<file path="config.mk">
export PLATFORM = sky130hd
export DESIGN_NAME = clock_generator
export DESIGN_NICKNAME = d
export VERILOG_FILES = /design/src/rtl/clock_generator.sv
export SDC_FILE = /design/constraint.sdc
export NUM_CORES = 1
export LEC_CHECK = 0
export BUFFER_PORTS_ARGS = -buffer_cell sky130_fd_sc_hd__buf_2
export CAP_MARGIN = 30
export CORE_UTILIZATION = 45
export DETAILED_ROUTE_END_ITERATION = 10
export PLACE_DENSITY = 0.63
export SLEW_MARGIN = 20
export SYNTH_ARGS = -nofsm -noshare
export SYNTH_HDL_FRONTEND = slang
export SYNTH_SLANG_ARGS = --single-unit
</file>
<file path="constraint.sdc">
create_clock -name CLK -period 1.9 [get_ports CLK]
set_input_delay 0.38 -clock CLK [delete_from_list [all_inputs] [get_ports CLK]]
set_output_delay 0.38 -clock CLK [all_outputs]
set_load 0.01 [all_outputs]
</file>
<file path="src/rtl/clock_generator.sv">
// Four-phase W/X/Y/Z master timing source with startup-gated, cycle-aligned BOP enable.
// Defining CG_SINGLE_STEP_EN adds the STEP port and a one-cycle step latch.
module clock_generator #(
  parameter int unsigned DIV            = 4,
  parameter int unsigned STARTUP_CYCLES = 16
) (
  input  logic       CLK,
  input  logic       RST_N,
  input  logic       RUN,
`ifdef CG_SINGLE_STEP_EN
  input  logic       STEP,
`endif
  output logic       CGPP,
  output logic       CGPPN,
  output logic       CGQP,
  output logic       CGQPN,
  output logic       CGRP,
  output logic       CGRPN,
  output logic       BOP,
  output logic [1:0] PHASE,
  output logic       CYC_START,
  output logic       HALTED
);

  typedef enum logic [1:0] {
    PH_W = 2'd0,
    PH_X = 2'd1,
    PH_Y = 2'd2,
    PH_Z = 2'd3
  } phase_t;

  localparam logic [7:0]  CNT_MAX   = 8'(DIV - 1);
  localparam logic [15:0] START_MAX = 16'(STARTUP_CYCLES);

  phase_t      phase;
  phase_t      phase_nxt;
  logic [2:0]  pqr_nxt;
  logic [7:0]  cnt;
  logic [15:0] starts;
  logic        wrap;
  logic        w_entry;
  logic        started;
  logic        bop_nxt;

  assign wrap    = (cnt == CNT_MAX);
  assign w_entry = wrap && (phase == PH_Z);
  assign started = (starts == START_MAX);
  assign PHASE   = phase;

  always_comb begin
    phase_nxt = PH_W;
    case (phase)
      PH_W:    phase_nxt = PH_X;
      PH_X:    phase_nxt = PH_Y;
      PH_Y:    phase_nxt = PH_Z;
      default: phase_nxt = PH_W;
    endcase
  end

  // P toggles every boundary; Q and R alternate, so two bits change per step.
  always_comb begin
    pqr_nxt = 3'b000;
    case (phase_nxt)
      PH_W:    pqr_nxt = 3'b101;
      PH_X:    pqr_nxt = 3'b011;
      PH_Y:    pqr_nxt = 3'b110;
      default: pqr_nxt = 3'b000;
    endcase
  end

`ifdef CG_SINGLE_STEP_EN
  logic step_latch;

  always_ff @(posedge CLK or negedge RST_N) begin
    if (!RST_N)
      step_latch <= 1'b0;
    else if (w_entry)
      step_latch <= 1'b0;
    else if (STEP && !BOP && started)
      step_latch <= 1'b1;
  end

  assign bop_nxt = (RUN && started) || step_latch;
`else
  assign bop_nxt = RUN && started;
`endif

  always_ff @(posedge CLK or negedge RST_N) begin
    if (!RST_N) begin
      phase     <= PH_Z;
      cnt       <= '0;
      starts    <= '0;
      CGPP      <= 1'b0;
      CGQP      <= 1'b0;
      CGRP      <= 1'b0;
      CGPPN     <= 1'b1;
      CGQPN     <= 1'b1;
      CGRPN     <= 1'b1;
      BOP       <= 1'b0;
      HALTED    <= 1'b1;
      CYC_START <= 1'b0;
    end else begin
      CYC_START <= w_entry;
      if (wrap) begin
        cnt                  <= '0;
        phase                <= phase_nxt;
        {CGPP, CGQP, CGRP}    <= pqr_nxt;
        {CGPPN, CGQPN, CGRPN} <= ~pqr_nxt;
      end else begin
        cnt <= cnt + 8'd1;
      end
      // BOP only moves on W entry; started uses the count before this entry.
      if (w_entry) begin
        BOP    <= bop_nxt;
        HALTED <= ~bop_nxt;
        if (!started)
          starts <= starts + 16'd1;
      end
    end
  end

endmodule

</file>
# Word-level counts from Yosys, hierarchy flattened
# Cells that the tools add are included.
[word_totals]
ff_bits = 35
latch_bits = 0
mem_bits_rw = 0
mem_bits_ro = 0
output_inout_bits = 11
elab_cells = 32
memories = 0
[classes]
addsub = 2
multipliers = 0
n_div = 0
n_lt_le_gt_ge = 0
eq_ne = 7
shift = 0
muxes = 3
bitwise_logic = 3
n_reduce_logical = 5
[op_table]
columns = ["operator", "count"]
rows = [
  ["$add A16 B1 Y16 const B", 1],
  ["$eq A16 B5 Y1 const B", 1],
  ["$pmux W3 S3", 1],
  ["$add A8 B1 Y8 const B", 1],
  ["$eq A8 B2 Y1 const B", 1],
  ["$mux W8", 1],
  ["$eq A2 B2 Y1 const B", 3],
  ["$pmux W2 S3", 1],
  ["$eq A2 B1 Y1 const B", 2],
  ["$logic_not A2 Y1", 2],
  ["$not A3 Y3", 1],
  ["$logic_and A1 B1 Y1", 2],
  ["$not A1 Y1", 2],
  ["$reduce_and A2 Y1", 1],
]

# Depth between registers and ports, before layout
[logic_depth]
depth_word = 5
ltp_mapped = 6

# Least setup slack after synthesis
# Ideal clock, no wire load.
[synth_timing]
path_type = "reg-to-reg"
from = "register, netlist name CGRPN"
to = "register starts[15]"
arrival_time_ps = 1696
t_required_ps = 1777
setup_slack_ps = 81
path_stages_with_launch = 6
path_buffers = 0
synth_period_minus_slack_ps = 1819
path_cell_list = "dfstp_2 > ha_1 > nand4bb_1 > nor4b_4 > nand4_1 > xnor2_1"
[synth_lines]
columns = ["item", "line", "source"]
rows = [
  ["to (signal assigned)", "117", "starts <= starts + 16'd1;"],
  ["to (decl)", "39", "logic [15:0] starts;"],
]

# Worst setup path in the final report
[layout_timing]
from = "register cnt[5]"
to = "register starts[15]"
[layout_via]
elab_chain_len = 3
[layout_rtl]
columns = ["item", "line", "source"]
rows = [
  ["from (decl)", "38", "logic [7:0] cnt;"],
  ["from (signal assigned)", "110", "cnt <= cnt + 8'd1;"],
  ["$eq A8 B2 Y1", "45", "assign wrap = (cnt == CNT_MAX);"],
  ["$logic_and A1 B1 Y1", "46", "assign w_entry = wrap && (phase == PH_Z);"],
  ["$reduce_and A2 Y1 (no line)", "--", ""],
]
# No other way between the ends.
# A chain may end at the register's enable or synchronous reset.

==> out/qor.yml <==
status: "complete, no violations"
routed_wl_mm: 2.64
nets: 166
clk_pin_slew_ns: 0.10
setup_viol: 0
htreeDepth: 2
num_rows: 20
io_buffers: 13
drc_errors: 0
cts-root-buf: "clkbuf_4"
power.density_mw_per_mm2: 636
ys.warnings.count: 0
dieArea_mm2: 0.00369
timing.rr.end: "starts[15]"
min_path_type: "input port to async pin"
instances_no_fill: 201
dr.pass1.iters: 3
cts_num_sinks: 34
worstSetupStartpointType: "register"
stdcell_area_mm2: 0.00180
hpwl_mm: 1.90
final.period_utilization_pct: 94.9
avgSynthCellArea_um2: 11.9
syn_nets: 140
dp.cells: 191
synth_seq_area_share_pct: 55.2
path_delay_family: "simple AND/OR/NAND/NOR gates"
timing.max_cap.violations: 0
netlist_instances: 130
worstPathArrival_ns: 2.03
place_area_mm2: 0.00171
cp_max_fo: 4
start_util_pct: 49.2
gp_congestion: 0.795
regMostFlops: "starts"
grt_pass1_vias: 1043
maxSlewHeadroom_pct: 51.3
worstPathCellList: "or4_4 -> nor4b_4 -> nand4_1 -> xnor2_1"
vias_per_cell: 5.03
slew_violations: 0
skew_ns: 0.00856
rsz0062_at_grt: "false"
synth.cell_area_mm2: 0.00155
ant_nets: 0
insertion_delay_ns: 0.33
reg_top3: "starts: 16 flops, cnt: 8 flops"
reg2reg_from: "cnt[5]"
ir_drop_v: 0.000519
routed-via-count: 1011
cp.depth: 4
antenna_cells: 0
dieWidth_um: 60.7
holdBufCountCts: 0
setup_tns_ns: 0
drt_iter0_markers: 29
tritoncts: "done"
leakagePower_nw: 0.848
reg2reg_depth: 4
fmax_mhz: 555
drive_above_1_share_pct: 25.5
endpoint_kind: "register"
grt_usage_pct: 17.8
worstSetupPathType: "register to register"
die_height_um: 60.7
period_needed_ns: 1.80
overflow: 0
ys_seq_elements: 34
cts_buffers: 5
worstMarginPinSlew_ns: 0.731
grt_antenna_before_repair: 0
grt_pass1_wl_mm: 4.63
cpPeakStageDelay_ns: 0.58
ctsLongestPathBuffers: 2
post_drt_wl_per_cell_um: 13.1
finalHoldViolCount: 0
area_growth_pct: 15.9
ys_types: 32
cp_slowest_cell: "or4_4"
ios: 14
grt_max_degree: 35
ff2ff_setup_slack_ns: 0.1
cp.buffers_inverters: 0
coreArea_mm2: 0.00315
largest_register_ffs: 16
cp_data_required_time_ns: 2.12
cells in the mapped netlist:
master	count	area, um2
nand3_1	8	40.0
nor4b_4	1	23.8
dfstp_2	5	131
dfrtp_1	29	726
mux2_1	1	11.3
and4_1	2	17.5
o21ai_0	3	15.0
clkbuf_1	1	3.75
a21oi_1	1	5.00
and3_1	4	25.0
nand3b_1	1	7.51
nand4_1	4	25.0
and4bb_1	1	12.5
nor2_1	8	30.0
xnor2_1	16	140
nor3b_1	2	15.0
nand2b_1	1	6.26
o21a_1	1	7.51
nor4_4	1	21.3
nand2_1	9	33.8
inv_1	5	18.8
nor3_1	3	15.0
xor2_1	5	43.8
nor2_4	1	11.3
nor4_1	3	18.8
and2_1	1	6.26
a21o_1	2	15.0
buf_4	1	7.51
or4_4	1	11.3
nand4bb_1	1	11.3
ha_1	7	87.6
nor4b_1	1	8.76
layout by cell type (no fill, tap or decap), types with 2 or more instances in the layout:
master    Yosys  layout
a21o_1        2       2
and3_1        4       4
and4_1        2       2
buf_2         0      13
buf_4         1       8
clkbuf_4      0       5
dfrtp_1      29      29
dfstp_2       5       5
ha_1          7       7
inv_1         5       5
nand2_1       9       9
nand3_1       8       8
nand4_1       4       4
nor2_1        8       8
nor3_1        3       3
nor4_1        3       2
o21ai_0       3       3
xnor2_1      16      16
xor2_1        5       5
worst max-delay path by stage:
stage               startpoint          to
global placement        cnt[5]  starts[12]
detailed placement      cnt[5]  starts[15]
CTS                     cnt[5]  starts[15]
finish                  cnt[5]  starts[15]
floorplan                CGRPN  starts[15]
global route            cnt[6]  starts[15]
what timing repair did:
item / 4_1_cts / 5_1_grt
gates resized for setup: 0 / 3
hold endpoints to repair: 0 / 0
setup buffers: 0 / 2
setup endpoints to repair: 0 / 3
cell type report:
cell class,count,area (um2)
fill,301,1350
tap,44,55.1
clock buffer,7,55.1
sequential,34,857
multi-input combinational,89,683
clock inverter,1,5.00
timing repair buffer,21,125
inverter,5,18.8
cell families (layout without fill, tap and decap cells):
family / after synthesis / in the layout / share of synthesized area (%)
AND/OR/NAND/NOR: 53 / 53 / 21.9
AO/OA/AOI/OAI: 7 / 7 / 2.74
buffers and inverters: 7 / 34 / 1.93
flip-flops: 34 / 34 / 55.2
XOR/XNOR: 21 / 21 / 11.8
multiplexers: 1 / 1 / 0.725
adder cells (fa/ha/maj): 7 / 7 / 5.64
through the flow:
step | util, % | power [mW] | worst slack [ns] | hold WS (ns)
final | 57.1 | 1.14 | 0.0969 | 0.0980
after global routing | 57.1 | 1.21 | 0.00266 | 0.134
after CTS | 56.0 | 1.17 | 0.0670 | 0.112
after detailed placement | 54.1 | 0.753 | 0.0859 | 0.445
after global placement | 54.1 | 0.753 | 0.137 | 0.444
after floorplan | - | 0.738 | 0.0812 | 0.0844
where the power goes:
| part | total (mW) | switching, mW | internal [mW] | leakage (nW) |
|---|---|---|---|---|
| Clock | 0.406 | 0.227 | 0.179 | 0.0353 |
| Sequential | 0.724 | 0 | 0.724 | 0.432 |
| Combinational | 0.0148 | 0.0133 | 0.00147 | 0.380 |
per-layer routing:
| metal | up-vias | share of wire [%] | global-route usage (%) | wire [um] |
|---|---|---|---|---|
| met1 | 484 | 46 | 22.1 | 1210 |
| met3 | 7 | 2.7 | 4.48 | 72 |
| met2 | 13 | 49 | 28.4 | 1290 |
| met5 | - | 0 | 0 | 0 |
| met4 | 0 | 2.4 | 9.74 | 63 |
| li1 | 507 | - | - | - |
Note: power is estimated with default switching activity, not from simulation.
